### config.mk
export PLATFORM = sky130hd
export DESIGN_NAME = rr_arbiter_8
export DESIGN_NICKNAME = d
export VERILOG_FILES = /design/src/rtl/rr_arbiter_8_pkg.sv /design/src/rtl/rr_arbiter_8_prio_enc8.sv /design/src/rtl/rr_arbiter_8.sv
export SDC_FILE = /design/constraint.sdc
export NUM_CORES = 1
export LEC_CHECK = 0
export CORE_UTILIZATION = 67
export CTS_BUF_LIST = sky130_fd_sc_hd__clkbuf_8
export DETAILED_ROUTE_END_ITERATION = 8
export DONT_BUFFER_PORTS = 1
export GPL_ROUTABILITY_DRIVEN = 0
export GPL_TIMING_DRIVEN = 0
export PLACE_DENSITY = 0.93
export SETUP_SLACK_MARGIN = 0.4
export SLEW_MARGIN = 20
export SYNTH_ARGS = -nofsm -noshare
export SYNTH_HDL_FRONTEND = slang
export SYNTH_SLANG_ARGS = --single-unit
### constraint.sdc
create_clock -name clk -period 5.73 [get_ports clk]
set_input_delay 0.573 -clock clk [delete_from_list [all_inputs] [get_ports clk]]
set_output_delay 0.573 -clock clk [all_outputs]
set_load 0.05 [all_outputs]
### src/rtl/rr_arbiter_8_pkg.sv
// Shared constants and state encoding for the 8-requester round-robin arbiter.
package rr_arbiter_8_pkg;

   localparam int N_REQ = 8;
   localparam int ID_W  = 3;

   // Round-robin pointer value after reset: scanning starts at requester 7.
   localparam logic [ID_W-1:0] PTR_RESET = 3'd7;

   typedef enum logic {
      IDLE  = 1'b0,
      GRANT = 1'b1
   } state_t;

endpackage

### src/rtl/rr_arbiter_8_prio_enc8.sv
// Purely combinational 8:3 priority encoder: the highest set index wins.
module prio_enc8
   import rr_arbiter_8_pkg::*;
(
   input  logic [N_REQ-1:0] req_in,
   output logic [ID_W-1:0]  id,
   output logic             any_valid
);

   // Later (higher) indices overwrite earlier ones, so the highest set bit wins.
   always_comb begin
      id        = '0;
      any_valid = |req_in;
      for (int i = 0; i < N_REQ; i++) begin
         if (req_in[i]) id = ID_W'(i);
      end
   end

endmodule

### src/rtl/rr_arbiter_8.sv
// 8-requester arbiter with fixed or round-robin priority and a hold timeout.
//
// Request/grant protocol: req[i] is a level request. A winner is chosen only
// in IDLE and is granted on the next clock edge (gnt one-hot, gnt_id, gnt_valid
// all registered). The owner keeps the grant while it holds req high, for at
// most MAX_HOLD cycles; dropping req releases the grant on the next edge.
// Every grant is followed by exactly one IDLE cycle before the next grant.
module rr_arbiter_8
   import rr_arbiter_8_pkg::*;
#(
   parameter int MAX_HOLD = 16,
   parameter int CNT_W    = 8
)
(
   input  logic       clk,
   input  logic       rst_n,
   input  logic [7:0] req,
   input  logic       mode_rr,
   output logic [7:0] gnt,
   output logic [2:0] gnt_id,
   output logic       gnt_valid,
   output logic       timeout
);

   state_t            state, state_n;
   logic [ID_W-1:0]   ptr, ptr_n;
   logic [ID_W-1:0]   id_q, id_n;
   logic [CNT_W-1:0]  hold_cnt, cnt_n;
   logic [N_REQ-1:0]  gnt_q, gnt_n;
   logic              to_q, to_n;

   logic [ID_W-1:0]   eff_ptr;
   logic [3:0]        shamt;
   logic [N_REQ-1:0]  rot;
   logic [ID_W-1:0]   enc_id;
   logic              any_req;
   logic [ID_W-1:0]   win;

   // Rotate req so the scan start lands on bit 7; fixed mode uses start 7.
   always_comb begin
      eff_ptr = mode_rr ? ptr : PTR_RESET;
      shamt   = {1'b0, eff_ptr} + 4'd1;
      rot     = N_REQ'({req, req} >> shamt);
   end

   prio_enc8 u_enc (
      .req_in    (rot),
      .id        (enc_id),
      .any_valid (any_req)
   );

   // Undo the rotation: encoder index plus shift amount, modulo 8.
   assign win = enc_id + eff_ptr + 3'd1;

   // State register and all registered outputs.
   always_ff @(posedge clk or negedge rst_n) begin
      if (!rst_n) begin
         state    <= IDLE;
         ptr      <= PTR_RESET;
         id_q     <= '0;
         hold_cnt <= '0;
         gnt_q    <= '0;
         to_q     <= 1'b0;
      end else begin
         state    <= state_n;
         ptr      <= ptr_n;
         id_q     <= id_n;
         hold_cnt <= cnt_n;
         gnt_q    <= gnt_n;
         to_q     <= to_n;
      end
   end

   // Next-state logic: arbitrate in IDLE, release or expire in GRANT.
   always_comb begin
      state_n = state;
      ptr_n   = ptr;
      id_n    = id_q;
      cnt_n   = hold_cnt;
      gnt_n   = gnt_q;
      to_n    = 1'b0;
      case (state)
         IDLE: begin
            if (any_req) begin
               state_n = GRANT;
               id_n    = win;
               cnt_n   = '0;
               gnt_n   = N_REQ'(1) << win;
               // The owner just served becomes lowest priority next round.
               ptr_n   = win - 3'd1;
            end
         end
         GRANT: begin
            if (!req[id_q]) begin
               // Release wins over a coincident expiry: no timeout pulse.
               state_n = IDLE;
               gnt_n   = '0;
            end else if (hold_cnt == CNT_W'(MAX_HOLD - 1)) begin
               state_n = IDLE;
               gnt_n   = '0;
               to_n    = 1'b1;
            end else begin
               cnt_n = hold_cnt + CNT_W'(1);
            end
         end
         default: begin
            state_n = IDLE;
            gnt_n   = '0;
         end
      endcase
   end

   assign gnt       = gnt_q;
   assign gnt_id    = id_q;
   assign gnt_valid = (state == GRANT);
   assign timeout   = to_q;

endmodule

==> results.txt <==
Syn Area/Cell - 9.39 um2
HP Class - in -> async
final setup violating endpoints - 0
# resized after CTS - 0
number of synthesized register bits - 24
number of global-route vias before repair - 1,625
Synth area leader - dfrtp_1
status - finished clean
switching pwr - 573 uW
unrepaired setup endpoints after global routing - no
worst-path maximum fanout - 10
Die H - 54.6 um
layout cells sized above 1 - 0.153
Unique masters post-synth - 51
Highest Clock Rate - 280 MHz
Syn Inst Count - 197
Root Driver - clkbuf_8
min Tclk post-route - 3.57 ns
TNS Setup - 0 ns
Inst Count DP - 227
Comb pwr share - 0.517
Slew Viols, Final - 0
TritonRoute pass-1 iters - 4
Lkg Pwr - 0.000807 uW
final period utilization - 0.624
largest net degree at the start of global routing - 22
Setup CP Type - reg -> reg
Mapped Area - 1850 um2
H-tree depth - 1
Residual DRC - 0
CTS sink cnt - 24
most frequent cells in the layout - dfrtp_1 (21), nand2_1 (18), nor2_1 (14), mux2i_1 (10), o21ai_0 (9)
Arrival @ worst endpoint - 3.71 ns
number of flops mapped to enable cells by yosys - 0
die width - 54.6 um
Worst Path Required - 5.86 ns
Routed WL - 4400 um
wire per inst - 19.0 um
Critical-path top delay cell - dfstp_2
clock power share - 0.101
R2R cell count - 13
Reg2Reg Setup Slack - 2.16 ns
cts hold-fix bufs - 1
leading cell type in the layout, fill and taps excluded - dfrtp_1
Buf/Inv on CP - 2
Post-Layout Cell Count - 232
cell family with most CP delay - compound AO/OA/AOI/OAI gates
warnings from Yosys - 0
global-route wire length before repair - 7030 um
total grt overflow - 0
ANT nets after route - 0
Critical Path Start Type - register
Net Sw Frac - 0.514
io pins - 24
Worst-Margin Slew - 0.903 ns
GRT Overall Usage - 0.336
Async S/R FF share, synth - 1.00
TritonCTS clock tree - done
fillers - 171
Vias/cell - 6.97
ranking of synthesized cells by area - dfrtp_1 (28%), mux2i_1 (5.4%), dfstp_2 (4.3%)
Critical Path Max Stage Delay - 0.53 ns
Int Power - 542 uW
die area - 2980 um2
DR vias - 1,617
Layout area overhead - 5.54%
PD cells - 571 nW/um2
total core area - 2540 um2
Initial Utilization - 0.727
antenna violations before repair - 0
ys flop type - dfrtp_1
Slew HR - 0.396
FP Rows - 18
buffers added on ports - 0
worst r2r src - ptr[0]
Seq/Total Area, Yosys - 0.327
register share of total power - 0.382
n_diodes - 0
Clock Latency Late Sink - 0.26 ns
peak supply drop - 0.495 mV
fin nets - 217
Crit. End Element - register
total power - 1110 uW
Iteration-0 DRC Markers - 59
Inserted Clock Buffers - 3
Post-CTS Repair Setup Buffers - 0
Clock Skews - 0.00206 ns
R2R Path End - gnt[5]
top-area cell type share of the netlist area - 0.284
clock buffer depth - 2
detailed placement HPWL - 3250 um
max_cap viols - 0
Reg clk slew, reported paths - 0.08 ns
Mapped Nets - 211
worst-path cell chain - buf_6 > clkbuf_1 > nor3b_1 > o21ai_0 > o2111ai_1 > a21bo_2 > a21boi_0 > ha_1 > fa_1 > xnor2_1 > nor3_1 > a21oi_1 > o2bb2ai_1
final hold violations - 0
## synth_stat cells, drive strengths merged (5+ instances only)
| cell | n |
|---|---|
| a21oi | 8 |
| a22o | 7 |
| a22oi | 7 |
| buf | 8 |
| dfrtp | 21 |
| inv | 6 |
| mux2i | 10 |
| nand2 | 18 |
| nand3 | 5 |
| nor2 | 16 |
| nor2b | 8 |
| nor3b | 9 |
| o2111ai | 5 |
| o21ai | 15 |
| o2bb2ai | 5 |
| xnor2 | 6 |
## power groups by stage
stage | Sequential, uW | Clock (uW) | Combinational, uW
2_1_floorplan | 410 | 0 | 460
3_3_place_gp | 427 | 0 | 526
3_5_place_dp | 429 | 0 | 562
4_1_cts | 426 | 114 | 571
5_1_grt | 435 | 120 | 631
6_report | 426 | 112 | 576
## state kept, by name, summed over array words and instances, names as in the netlist
register,flops
gnt_valid,1
gnt,8
ptr,3
gnt_id,3
hold_cnt,8
timeout,1
## per-layer routing
metal  GRT usage  up-vias  share of wire
li1            -      739              -
met1       0.378      782           0.36
met2       0.614       80           0.52
met3      0.0556       16          0.083
met4       0.154        0          0.033
met5           0        -              0
## metrics by stage
step,hold WS [ns],setup slack [ns],utilization,instance area [um2]
final,0.142,2.16,0.767,1950
after global routing,0.131,1.82,0.767,1950
after CTS,0.141,2.19,0.767,1950
after detailed placement,0.278,2.19,0.742,1890
after global placement,0.278,2.31,0.742,1890
after floorplan,0.277,2.48,-,1850
## worst max path at each step
stage / startpoint / to / cells past startpoint
6_report: ptr[0] / gnt[5] / 13
5_1_grt: ptr[0] / gnt[5] / 13
4_1_cts: ptr[0] / gnt[5] / 13
3_5_place_dp: mode_rr / ptr[2] / 14
3_3_place_gp: mode_rr / ptr[2] / 14
2_1_floorplan: mode_rr / gnt[2] / 13
## area by class of cell
cell class	instances	area, um2	share of cell area
plain buffers	11	68.8	0.0352
clock buffers	4	55.1	0.0282
well taps	30	37.5	0.0192
repair buffers	1	10.0	0.00512
multi-input cells	156	1150	0.591
inverters	6	22.5	0.0115
flip-flops and latches	24	604	0.309
## cells by family (layout without fill, tap and decap cells)
family | after synthesis | in the layout | share of synthesized area
flip-flops | 24 | 24 | 0.327
buffers and inverters | 17 | 22 | 0.0494
multiplexers | 15 | 15 | 0.105
XOR/XNOR | 8 | 8 | 0.0379
AND/OR/NAND/NOR | 74 | 74 | 0.231
AO/OA/AOI/OAI | 56 | 56 | 0.226
adder cells (fa/ha/maj) | 3 | 3 | 0.0243
Note: power is estimated with default switching activity, not from simulation.
==> patch (same flow settings) <==
Set the parameter `CNT_W` to 10 (it was 8).
--- a/src/rtl/rr_arbiter_8.sv
+++ b/src/rtl/rr_arbiter_8.sv
@@ -9,7 +9,7 @@
    import rr_arbiter_8_pkg::*;
 #(
    parameter int MAX_HOLD = 16,
-   parameter int CNT_W    = 8
+   parameter int CNT_W    = 10
 )
 (
    input  logic       clk,
Behaviour: same outputs for any inputs over 10 cycles, from zero or initial values and one cycle with rst_n low; that may be too few to reach the edited logic, so the function may still have changed.
==> patch against the original RTL <==
  * Setup slack worse by 120 ps
  * Core utilization up 1.2 points
  * Sequential cell count up 2
  * Non-clock buffer count up 1
  * Count of clock-buffer cells in the layout down 1
  * Wire length up 7.1%
  * Design area up 3.3%
  * Synthesized area up 2.9%
  * Total power up 1.6%
  * Largest power group unchanged
==> patch: results (changes against the original RTL) <==
| Metric | Value |
|---|---|
| TritonRoute pass-1 iters | 7 (+3) |
| P_leak | 0.0008726 µW (+8.2%) |
| FF-to-FF End | gnt[1]$_DFFE_PN0P_ |
| Post-DP Area | 0.001942 mm² (+2.8%) |
| Clk_skew | 4.844 ps (+2.785 ps) |
| DR top layer | met4 |
| Aggregate global-route resource usage | 33.59% (about the same) |
| Critical-path top delay cell | dfstp_2 |
| Share of layout cells above drive strength 1 | 14.43% (-0.92 points) |
| Slew @ Worst Pin | 663.8 ps (-239.2 ps) |
| Worst-skew pair later-pin latency | approximately 270 ps |
| Routed wl met3 | 461 µm (+27%) |
| Total wire length | 4714 µm (+7.1%) |
| Synth cell count leaders | dfrtp_1, nand2_1, nor2_1 |
| WL met2 | 2415 µm (+5.4%) |
| Count of cell types in the netlist | 56 (+9.8%) |
| Top post-synthesis cells by area | dfrtp_1, mux2i_1, dfstp_2 |
| Dpl hpwl | 3269 µm (+0.69%) |
| Status | finished clean |
| Largest Register | hold_cnt |
| H-Tree Depth | 1 (unchanged) |
| Final nets | 216 (-0.46%) |
| Sw frac | 47.22% (-4.2 points) |
| Final-layout fill cell count | 165 (-3.5%) |
| WP data arrival | 3900 ps (+190 ps) |
| Cell family with most CP delay | simple AND/OR/NAND/NOR gates |
| Vias | 1646 (+1.8%) |
| First-pass GRT wire length | 8073 µm (+15%) |
| VDD IR max | 0.5772 mV (+17%) |
| WL met1 | 1703 µm (+6.4%) |
| Initial antenna violation count | 0 (unchanged) |
| Pin count of the biggest net entering global routing | 24 (+9.1%) |
| Critical path capture point type | register |
| Post-Synthesis Cells | 196 (-0.51%) |
| R2r worst-path depth | 15 (+2) |
| Seq/Total Area, Yosys | 34.36% (+1.7 points) |
| Initial DRC Count | 113 (+92%) |
| Syn nets | 210 (-0.47%) |
| Worst R2R Setup Slack | 2040 ps (-120 ps) |
| Finished Layout Cells | 231 (-0.43%) |
[patch: layer usage]
layer  track usage [%]  up-vias
li1                  -      732
met1             42.72      790
met2             56.80      102
met3             7.728       22
met4             10.71        0
met5                 0        -
[patch: how the worst min path moves through the flow]
stage	cells after the start	slack, ps	to
2_1_floorplan	0	280	gnt[0]$_DFFE_PN0P_
3_3_place_gp	0	280	hold_cnt[4]$_DFFE_PN0P_
3_5_place_dp	0	280	hold_cnt[6]$_DFFE_PN0P_
4_1_cts	0	130	ptr[2]$_DFFE_PN1P_
5_1_grt	0	120	ptr[0]$_DFFE_PN1P_
6_report	0	130	ptr[0]$_DFFE_PN1P_
[patch: cells by family after synthesis]
kind of cell	count (synthesis)	synth area share [%]
compound gates	43	17.08
xor+xnor	10	6.045
simple gates	81	24.64
fa+ha+maj	3	2.365
buf+inv	17	5.585
flops	26	34.36
mux	16	9.921
[patch: per-stage QoR]
stage | hold slack (ps) | power, µW | utilization (%) | worst slack (ps)
3_5_place_dp | 277.9 | 957.8 | 74.98 | 2088
5_1_grt | 116.7 | 1195 | 77.92 | 1793
4_1_cts | 128.8 | 1128 | 78.12 | 2045
2_1_floorplan | 277.4 | 841.5 | - | 2464
3_3_place_gp | 277.9 | 920.9 | 74.98 | 2170
6_report | 131.5 | 1133 | 77.92 | 2036
[patch: layout make-up]
class | instances | area, µm² | area share, %
Multi-Input combinational cell | 153 | 1144 | 56.66
Sequential cell | 26 | 654.4 | 32.42
Buffer | 12 | 87.58 | 4.340
Clock buffer | 3 | 41.29 | 2.046
Tap cell | 30 | 37.54 | 1.860
Clock inverter | 1 | 30.03 | 1.488
Inverter | 5 | 18.77 | 0.9299
Timing Repair Buffer | 1 | 5.005 | 0.2480
[patch: what timing repair did]
item / CTS / global route
hold buffers: 1 / 0
hold endpoints to repair: 23 / 0
gates resized for setup: 0 / 0
setup buffers: 0 / 0
[patch: power by group through the flow]
stage                     Combinational (µW)  Clock, µW  Sequential, µW
after floorplan                          457          0             384
after global placement                   524          0             397
after detailed placement                 558          0             400
after CTS                                575        154             400
after global routing                     631        160             405
final                                    582        151             400
